--- config.mk ---
export PLATFORM = sky130hd
export DESIGN_NAME = uart_tx_feeder
export DESIGN_NICKNAME = d
export VERILOG_FILES = /design/src/rtl/uart_pkg.sv /design/src/rtl/uart_tx_fifo.sv /design/src/rtl/uart_tx_feeder.sv
export SDC_FILE = /design/constraint.sdc
export NUM_CORES = 1
export LEC_CHECK = 0
export CAP_MARGIN = 40
export CORE_ASPECT_RATIO = 2
export CORE_MARGIN = 2
export CORE_UTILIZATION = 54
export CTS_CLUSTER_SIZE = 25
export DETAILED_ROUTE_END_ITERATION = 16
export GPL_TIMING_DRIVEN = 0
export PLACE_DENSITY = 0.83
export SLEW_MARGIN = 30
export SYNTH_ARGS = -nofsm -noshare
export SYNTH_HDL_FRONTEND = slang
export SYNTH_SLANG_ARGS = --single-unit
--- constraint.sdc ---
create_clock -name clk -period 3.1 [get_ports clk]
set_clock_uncertainty 0.2 [all_clocks]
set_input_delay 0.62 -clock clk [delete_from_list [all_inputs] [get_ports clk]]
set_output_delay 0.62 -clock clk [all_outputs]
set_load 0.02 [all_outputs]
--- src/rtl/uart_pkg.sv ---
// Shared types and constants for the UART transmit feeder.
package uart_pkg;

  typedef logic [7:0] byte_t;

  localparam byte_t ASCII_CR = 8'h0D;
  localparam byte_t ASCII_LF = 8'h0A;

  typedef enum logic [1:0] {
    S_IDLE,
    S_START,
    S_WAIT_BUSY,
    S_WAIT_DONE
  } tx_feed_state_t;

endpackage

--- src/rtl/uart_tx_fifo.sv ---
// Synchronous byte FIFO with registered occupancy count; head byte is readable
// combinationally so a freshly pushed byte is usable the following cycle.
module uart_tx_fifo
  import uart_pkg::*;
#(
  parameter int DEPTH = 16,
  localparam int ADDR_W = $clog2(DEPTH)
) (
  input  logic              clk,
  input  logic              reset,
  input  logic              push,
  input  byte_t             push_data,
  input  logic              pop,
  output byte_t             head,
  output logic [ADDR_W:0]   count,
  output logic              full,
  output logic              empty
);

  byte_t             mem [DEPTH];
  logic [ADDR_W-1:0] wr_ptr_reg;
  logic [ADDR_W-1:0] rd_ptr_reg;
  logic [ADDR_W:0]   count_reg;
  logic              do_push;
  logic              do_pop;

  assign full    = (count_reg == (ADDR_W + 1)'(DEPTH));
  assign empty   = (count_reg == '0);
  assign do_push = push && !full;
  assign do_pop  = pop && !empty;
  assign head    = mem[rd_ptr_reg];
  assign count   = count_reg;

  always_ff @(posedge clk) begin
    if (do_push) begin
      mem[wr_ptr_reg] <= push_data;
    end
  end

  // Pointers wrap naturally because DEPTH is a power of two.
  always_ff @(posedge clk) begin
    if (reset) begin
      wr_ptr_reg <= '0;
      rd_ptr_reg <= '0;
      count_reg  <= '0;
    end else begin
      if (do_push) wr_ptr_reg <= wr_ptr_reg + ADDR_W'(1);
      if (do_pop)  rd_ptr_reg <= rd_ptr_reg + ADDR_W'(1);
      unique case ({do_push, do_pop})
        2'b10:   count_reg <= count_reg + (ADDR_W + 1)'(1);
        2'b01:   count_reg <= count_reg - (ADDR_W + 1)'(1);
        default: count_reg <= count_reg;
      endcase
    end
  end

endmodule

--- src/rtl/uart_tx_feeder.sv ---
// Queues bytes and feeds async_transmitter one frame at a time, holding TxD_data.
// Define UART_TX_CRLF_EN to expand each LF into a CR frame followed by an LF frame.
module uart_tx_feeder
  import uart_pkg::*;
#(
  parameter int DEPTH = 16,
  localparam int ADDR_W = $clog2(DEPTH)
) (
  input  logic              clk,
  input  logic              reset,
  input  logic              in_valid,
  input  logic [7:0]        in_data,
  output logic              in_ready,
  output logic              TxD_start,
  output logic [7:0]        TxD_data,
  input  logic              TxD_busy,
  output logic [ADDR_W:0]   fifo_count,
  output logic              idle
);

`ifdef UART_TX_CRLF_EN
  localparam bit CRLF_EN = 1'b1;
`else
  localparam bit CRLF_EN = 1'b0;
`endif

  logic           push;
  logic           pop;
  logic           fifo_full;
  logic           fifo_empty;
  byte_t          fifo_head;
  tx_feed_state_t state_reg, state_next;
  byte_t          txd_data_reg, txd_data_next;
  logic           txd_start_reg;
  logic           lf_pending_reg, lf_pending_next;

  assign in_ready  = !fifo_full;
  assign push      = in_valid && !fifo_full;
  assign TxD_start = txd_start_reg;
  assign TxD_data  = txd_data_reg;
  assign idle      = fifo_empty && (state_reg == S_IDLE) && !TxD_busy && !lf_pending_reg;

  uart_tx_fifo #(.DEPTH(DEPTH)) u_fifo (
    .clk       (clk),
    .reset     (reset),
    .push      (push),
    .push_data (in_data),
    .pop       (pop),
    .head      (fifo_head),
    .count     (fifo_count),
    .full      (fifo_full),
    .empty     (fifo_empty)
  );

  always_ff @(posedge clk) begin
    if (reset) begin
      state_reg      <= S_IDLE;
      txd_data_reg   <= 8'h00;
      txd_start_reg  <= 1'b0;
      lf_pending_reg <= 1'b0;
    end else begin
      state_reg      <= state_next;
      txd_data_reg   <= txd_data_next;
      txd_start_reg  <= (state_next == S_START);
      lf_pending_reg <= lf_pending_next;
    end
  end

  // WAIT_BUSY guards the cycle(s) before the transmitter reports busy.
  always_comb begin
    state_next      = state_reg;
    txd_data_next   = txd_data_reg;
    lf_pending_next = lf_pending_reg;
    pop             = 1'b0;
    unique case (state_reg)
      S_IDLE: begin
        if (!TxD_busy) begin
          if (CRLF_EN && lf_pending_reg) begin
            txd_data_next   = ASCII_LF;
            lf_pending_next = 1'b0;
            state_next      = S_START;
          end else if (!fifo_empty) begin
            pop        = 1'b1;
            state_next = S_START;
            if (CRLF_EN && (fifo_head == ASCII_LF)) begin
              txd_data_next   = ASCII_CR;
              lf_pending_next = 1'b1;
            end else begin
              txd_data_next = fifo_head;
            end
          end
        end
      end
      S_START:     state_next = S_WAIT_BUSY;
      S_WAIT_BUSY: if (TxD_busy) state_next = S_WAIT_DONE;
      S_WAIT_DONE: if (!TxD_busy) state_next = S_IDLE;
      default:     state_next = S_IDLE;
    endcase
  end

endmodule

# Word level (Yosys, flattened, before mapping)
# Memories as Yosys holds them, arrays and structs flattened. A register that Yosys moved wholly into a read port is not among the register bits.
# Cells that the tools add are included.
# word_totals
register_bits	16
in_bits	12
latch_bits	0
elab_cells	42
mem_count	1
ramBits	128
mem_bits_ro	0
# op_classes
reduce_logical	12
n_shift	0
n_eq_ne	7
muxes	11
order_cmp	0
multipliers	0
bitwise_logic	2
add_sub_neg	4
div_mod_pow	0
# memory_table
memory	words	word_bits	rd	rd_ports_with_merged_regs	wr	line	rtl
u_fifo.mem	16	8	1	1	1	uart_tx_fifo.sv:20	byte_t mem [DEPTH];
# ops
operator	count
$pmux 5 s2	1
$add 4x1->4 const B	2
$mux 2	4
$pmux 2 s4	1
$eq 2x1->1 const B	3
$eq 2x2->1 const B	3
$add 5x1->5 const B	1
$eq 5x5->1 const B	1
$logic_and 1x1->1	5
$logic_not 5->1	1
$mux 1	5
$sub 5x1->5 const B	1
$logic_not 1->1	3
$reduce_and 3->1	1
$logic_not 2->1	1
$not 1->1	2
$reduce_bool 2->1	1

# Logic depth before layout (Yosys ltp)
# logic_depth
word_depth	7
depth_mapped	11
depth_no_buf	11

# Modules after synthesis
# A second synthesis with hierarchy kept.
# hier_totals
hier_cells	372
hier_area_um2	6322.3
# modules_own_cells
module	n_inst	area_per_inst_um2	seq_area_each_um2	cells_each
uart_tx_fifo	1	5836.8	4184.0	324
uart_tx_feeder	1	485.5	220.2	48

# Worst setup path before layout
# Ideal clock, no wire load.
# synth_timing
kind	register to register
from	register u_fifo.count_reg[0] (netlist: u_fifo.count[0])
to	register u_fifo.count_reg[4] (netlist: u_fifo.count[4])
arrival_ns	2.950
setup_time_ns	0.121
stages_incl_launch_ff	12
required_ns	2.779
path_slack_ns	-0.171
path_buffers	1
path_cell_list	dfxtp_1 > nor4_4 > a2111oi_4 > buf_2 > ha_1 > inv_1 > fa_1 > nor2b_1 > o21ai_0 > nand3_1 > or3b_1 > mux2_2
# synth_via
elab_chain_len	7
elab_cells_between_ends	16
classes_between	add/sub: 2; eq/ne: 3; mux: 4; reduce/logical: 7
# synth_rtl
element	line	rtl
start: declaration	uart_tx_fifo.sv:23	logic [ADDR_W:0] count_reg;
start signal: assignment	uart_tx_fifo.sv:50	2'b10: count_reg <= count_reg + (ADDR_W + 1)'(1);
start signal: assignment	uart_tx_fifo.sv:51	2'b01: count_reg <= count_reg - (ADDR_W + 1)'(1);
start signal: assignment	uart_tx_fifo.sv:52	default: count_reg <= count_reg;
$logic_not 5->1 (*)	uart_tx_fifo.sv:28	assign empty = (count_reg == '0);
$mux 1	uart_tx_feeder.sv:82	end else if (!fifo_empty) begin
$mux 1	uart_tx_feeder.sv:77	if (!TxD_busy) begin
$mux 1	uart_tx_feeder.sv:75	unique case (state_reg)
$logic_and 1x1->1 (*)	uart_tx_fifo.sv:30	assign do_pop = pop && !empty;
via u_fifo.do_pop	uart_tx_fifo.sv:25	logic do_pop;
$eq 2x1->1 / $eq 2x2->1 (equally long branches)	uart_tx_fifo.sv:49	unique case ({do_push, do_pop})
$pmux 5 s2 / $reduce_bool 2->1 (equally long branches)	--	
# The timed path passes the listed nets; every way through them passes the cells marked *.
# A chain may end at the register's enable or synchronous reset.

# Worst setup path after layout
# layout_timing
from	input in_valid
to	register u_fifo.count_reg[4] (netlist: u_fifo.count[4])
# layout_via
elab_chain_len	4
elab_cells_between_ends	6
classes_between	eq/ne: 2; mux: 1; reduce/logical: 3
# layout_rtl
element	line	rtl
start: declaration	uart_tx_feeder.sv:11	input logic in_valid,
$logic_and 1x1->1 (*)	uart_tx_feeder.sv:38	assign push = in_valid && !fifo_full;
$logic_and 1x1->1 (*)	uart_tx_fifo.sv:29	assign do_push = push && !full;
$eq 2x1->1 / $eq 2x2->1 (equally long branches)	uart_tx_fifo.sv:49	
$pmux 5 s2 / $reduce_bool 2->1 (equally long branches)	--	
# Every way passes the cells marked *; elsewhere a longest branch is shown, timed or not.

==> results.md <==
- HPWL after detailed placement: 8.91 mm
- Post-synth top area cell: edfxtp_1
- Congestion Overflow GR: 0
- Worst hold path type: register to register
- Fmax: 335 MHz
- DR vias/cell: 5.87
- Max reg flops: 128
- Initial core utilization: 55.6%
- Drt pass-1 iters: 5
- Least-Margin Pin Slew: 0.801 ns
- Max Cap Violations: 0
- Worst EP arrival: 3.10 ns
- Mapped Cells: 398
- Crit path from: in_valid
- Slew headroom: 46.4%
- Synth Warn #: 0
- Syn Nets: 420
- Insertion delay to the later sink of the worst-skew pair: 0.42 ns
- Final Hold Viols: 0
- Largest net degree at the start of global routing: 17
- Total Wirelength: 13.5 mm
- Reg2Reg Launch Point: u_fifo.count[3]$_SDFFE_PP0P_
- GRT Total Usage: 23.5%
- First-pass GRT wire length: 20.6 mm
- Slowest CP cell: clkdlybuf4s50_1
- Cell Chain, Critical Path: clkdlybuf4s50_1 > a21boi_4 > inv_1 > ha_4 > ha_1 > nor2b_2 > o21ai_1 > a21oi_1 > or3b_1 > mux2_2
- CTS Root Cell: clkbuf_16
- Worst path required time: 3.21 ns
- RSZ-0062 raised after global routing: false
- Synth area leaders: edfxtp_1 (63%), mux2i_1 (11%), dfxtp_1 (7.9%), o22ai_1 (3.3%), nor2_1 (2.5%)
- Final Wtd Congestion: 0.913
- Inst Count DP: 564
- Overall Power: 5.81 mW
- Die span in y: 154 µm
- Leakage: 2.32 nW
- Part of the Yosys area used for sequential elements: 71.0%
- Die width: 79.1 µm
- Hold_buf cts: 0
- Wire length per cell: 22.5 µm
- DR DRC count: 0
- Share of layout cells above drive strength 1: 13.7%
- Setup_tns: 0 ns
- Row Count: 54
- Final Cycle Share: 96.4%
- IO Port Bufs: 26
- Min Clock Period, post-route: 2.99 ns
- Area Growth Syn to Fin: 18.6%
- Clk slew on worst S/H paths: 0.06 ns
- Peak supply drop: 0.503 mV
- CP Capture Type: register
- Outcome: complete, no violations
- WS Path Type: input port to register
- Antenna diodes: 0
- Cell area after synthesis: 6090 µm²
- Final Setup Violations: 0
- Fin cells: 600
- H-tree levels: 4
- Num CTS Buffers: 17
- Antenna violations before repair: 0
- Place WS: -0.804 ns
- Crit-path max FO: 9
- Synth cell types: 35
- Nets: 469
- CORE AREA: 10,900 µm²
- Clock Path Buffers: 2
- Vias post-DR: 3,521
- Die area: 12,200 µm²
- Yosys reg bits: 152
- Fillers: 744
- ANT nets after route: 0
- HP Start: TxD_data[3]$_SDFFE_PP0N_
- Io pins: 28
- Vias in the first global route: 3,753
- 1st-iter DRT viols: 223
- Final design utilization: 66.0%
- Num Clock Sinks: 152
- Synthesized area per cell: 15.3 µm²
- Fin worst setup slack: 0.112 ns
- PD cells: 804 nW/µm²
- Setup crit start kind: input port
- CP max stage delay: 0.48 ns
- Fin. max-slew vios: 0
- Post-synth top area share: 63.1%
- CTS tree: built
## cells in the mapped netlist (all sizes together)
library cell / count
a2111oi: 1
a211oi: 8
a21boi: 1
a21o: 1
a21oi: 6
buf: 13
clkbuf: 9
dfxtp: 24
edfxtp: 128
fa: 1
ha: 9
inv: 8
mux2: 1
mux2i: 66
nand2: 9
nand2b: 2
nand3: 2
nand3b: 3
nand4: 2
nor2: 40
nor2b: 3
nor3: 6
nor4: 9
nor4bb: 1
o21ai: 1
o22ai: 32
or3: 1
or3b: 3
xnor2: 3
xor2: 5
## final cells by class
type                            count  area (µm²)  area share [%]
Sequential cell                   152        4340            60.1
Buffer                             22         121            1.68
Clock inverter                     14         173            2.39
Inverter                            8        30.0           0.416
Tap cell                          140         175            2.43
Multi-Input combinational cell    216        1670            23.1
Timing Repair Buffer               30         292            4.04
Clock buffer                       18         429            5.94
## timing repair
item | CTS | global route
setup endpoints to repair | 1 | 1
gates cloned | 0 | 0
pin swaps | 2 | 1
buffers inserted | 4 | 0
gates resized for setup | 7 | 4
## routing by layer
| layer | GRT usage [%] | share of wire [%] |
|---|---|---|
| met5 | 0 | 0 |
| met4 | 15.0 | 6.9 |
| met3 | 6.01 | 4.7 |
| met2 | 42.5 | 55 |
| met1 | 22.9 | 33 |
## layout by cell type, fill, tap and decap left out, types with 9 or more instances in the layout
master	count
clkbuf_16	17
nand2_1	9
clkdlybuf4s50_1	24
dfxtp_1	19
edfxtp_1	128
mux2i_1	66
clkbuf_1	9
o22ai_1	32
nor2_1	40
## power breakdown
group | switching [mW] | total, mW | internal (mW) | leakage (nW)
Clock | 0.815 | 2.08 | 1.27 | 0.281
Combinational | 0.705 | 1.24 | 0.536 | 0.680
Sequential | 0.108 | 2.48 | 2.38 | 1.36
Total | 1.63 | 5.81 | 4.18 | 2.32
## through the flow
step,hold WS [ns],area [µm²]
6_report,0.308,7220
2_1_floorplan,0.325,6100
4_1_cts,0.310,7210
3_3_place_gp,0.293,6540
5_1_grt,0.336,7220
3_5_place_dp,0.300,6560
## path summary, 6_finish.rpt
| path | end | slack [ns] | cells past startpoint |
|---|---|---|---|
| max | u_fifo.count[4]$_SDFFE_PP0P_ | 0.11 | 10 |
| min | TxD_data[3]$_SDFFE_PP0N_ | 0.31 | 2 |
| max reg2reg | u_fifo.count[4]$_SDFFE_PP0P_ | 0.12 | 11 |
| min reg2reg | TxD_data[3]$_SDFFE_PP0N_ | 0.31 | 2 |
## cell families (layout without fill, tap and decap cells)
| logic type | Yosys count | count (layout) | synth area share [%] |
|---|---|---|---|
| simple gates | 81 | 81 | 6.64 |
| flops | 152 | 152 | 71.0 |
| mux | 67 | 67 | 11.0 |
| compound gates | 50 | 50 | 5.61 |
| buf+inv | 30 | 92 | 2.38 |
| fa+ha+maj | 10 | 10 | 2.18 |
| xor+xnor | 8 | 8 | 1.15 |
## critical path: cells and delay by family
family / cells / cell delay (ns)
buf+inv: 2 / 0.60
mux: 1 / 0.27
simple gates: 2 / 0.52
compound gates: 3 / 0.59
fa+ha+maj: 2 / 0.49
No activity file was read; power rests on OpenSTA's default activity.
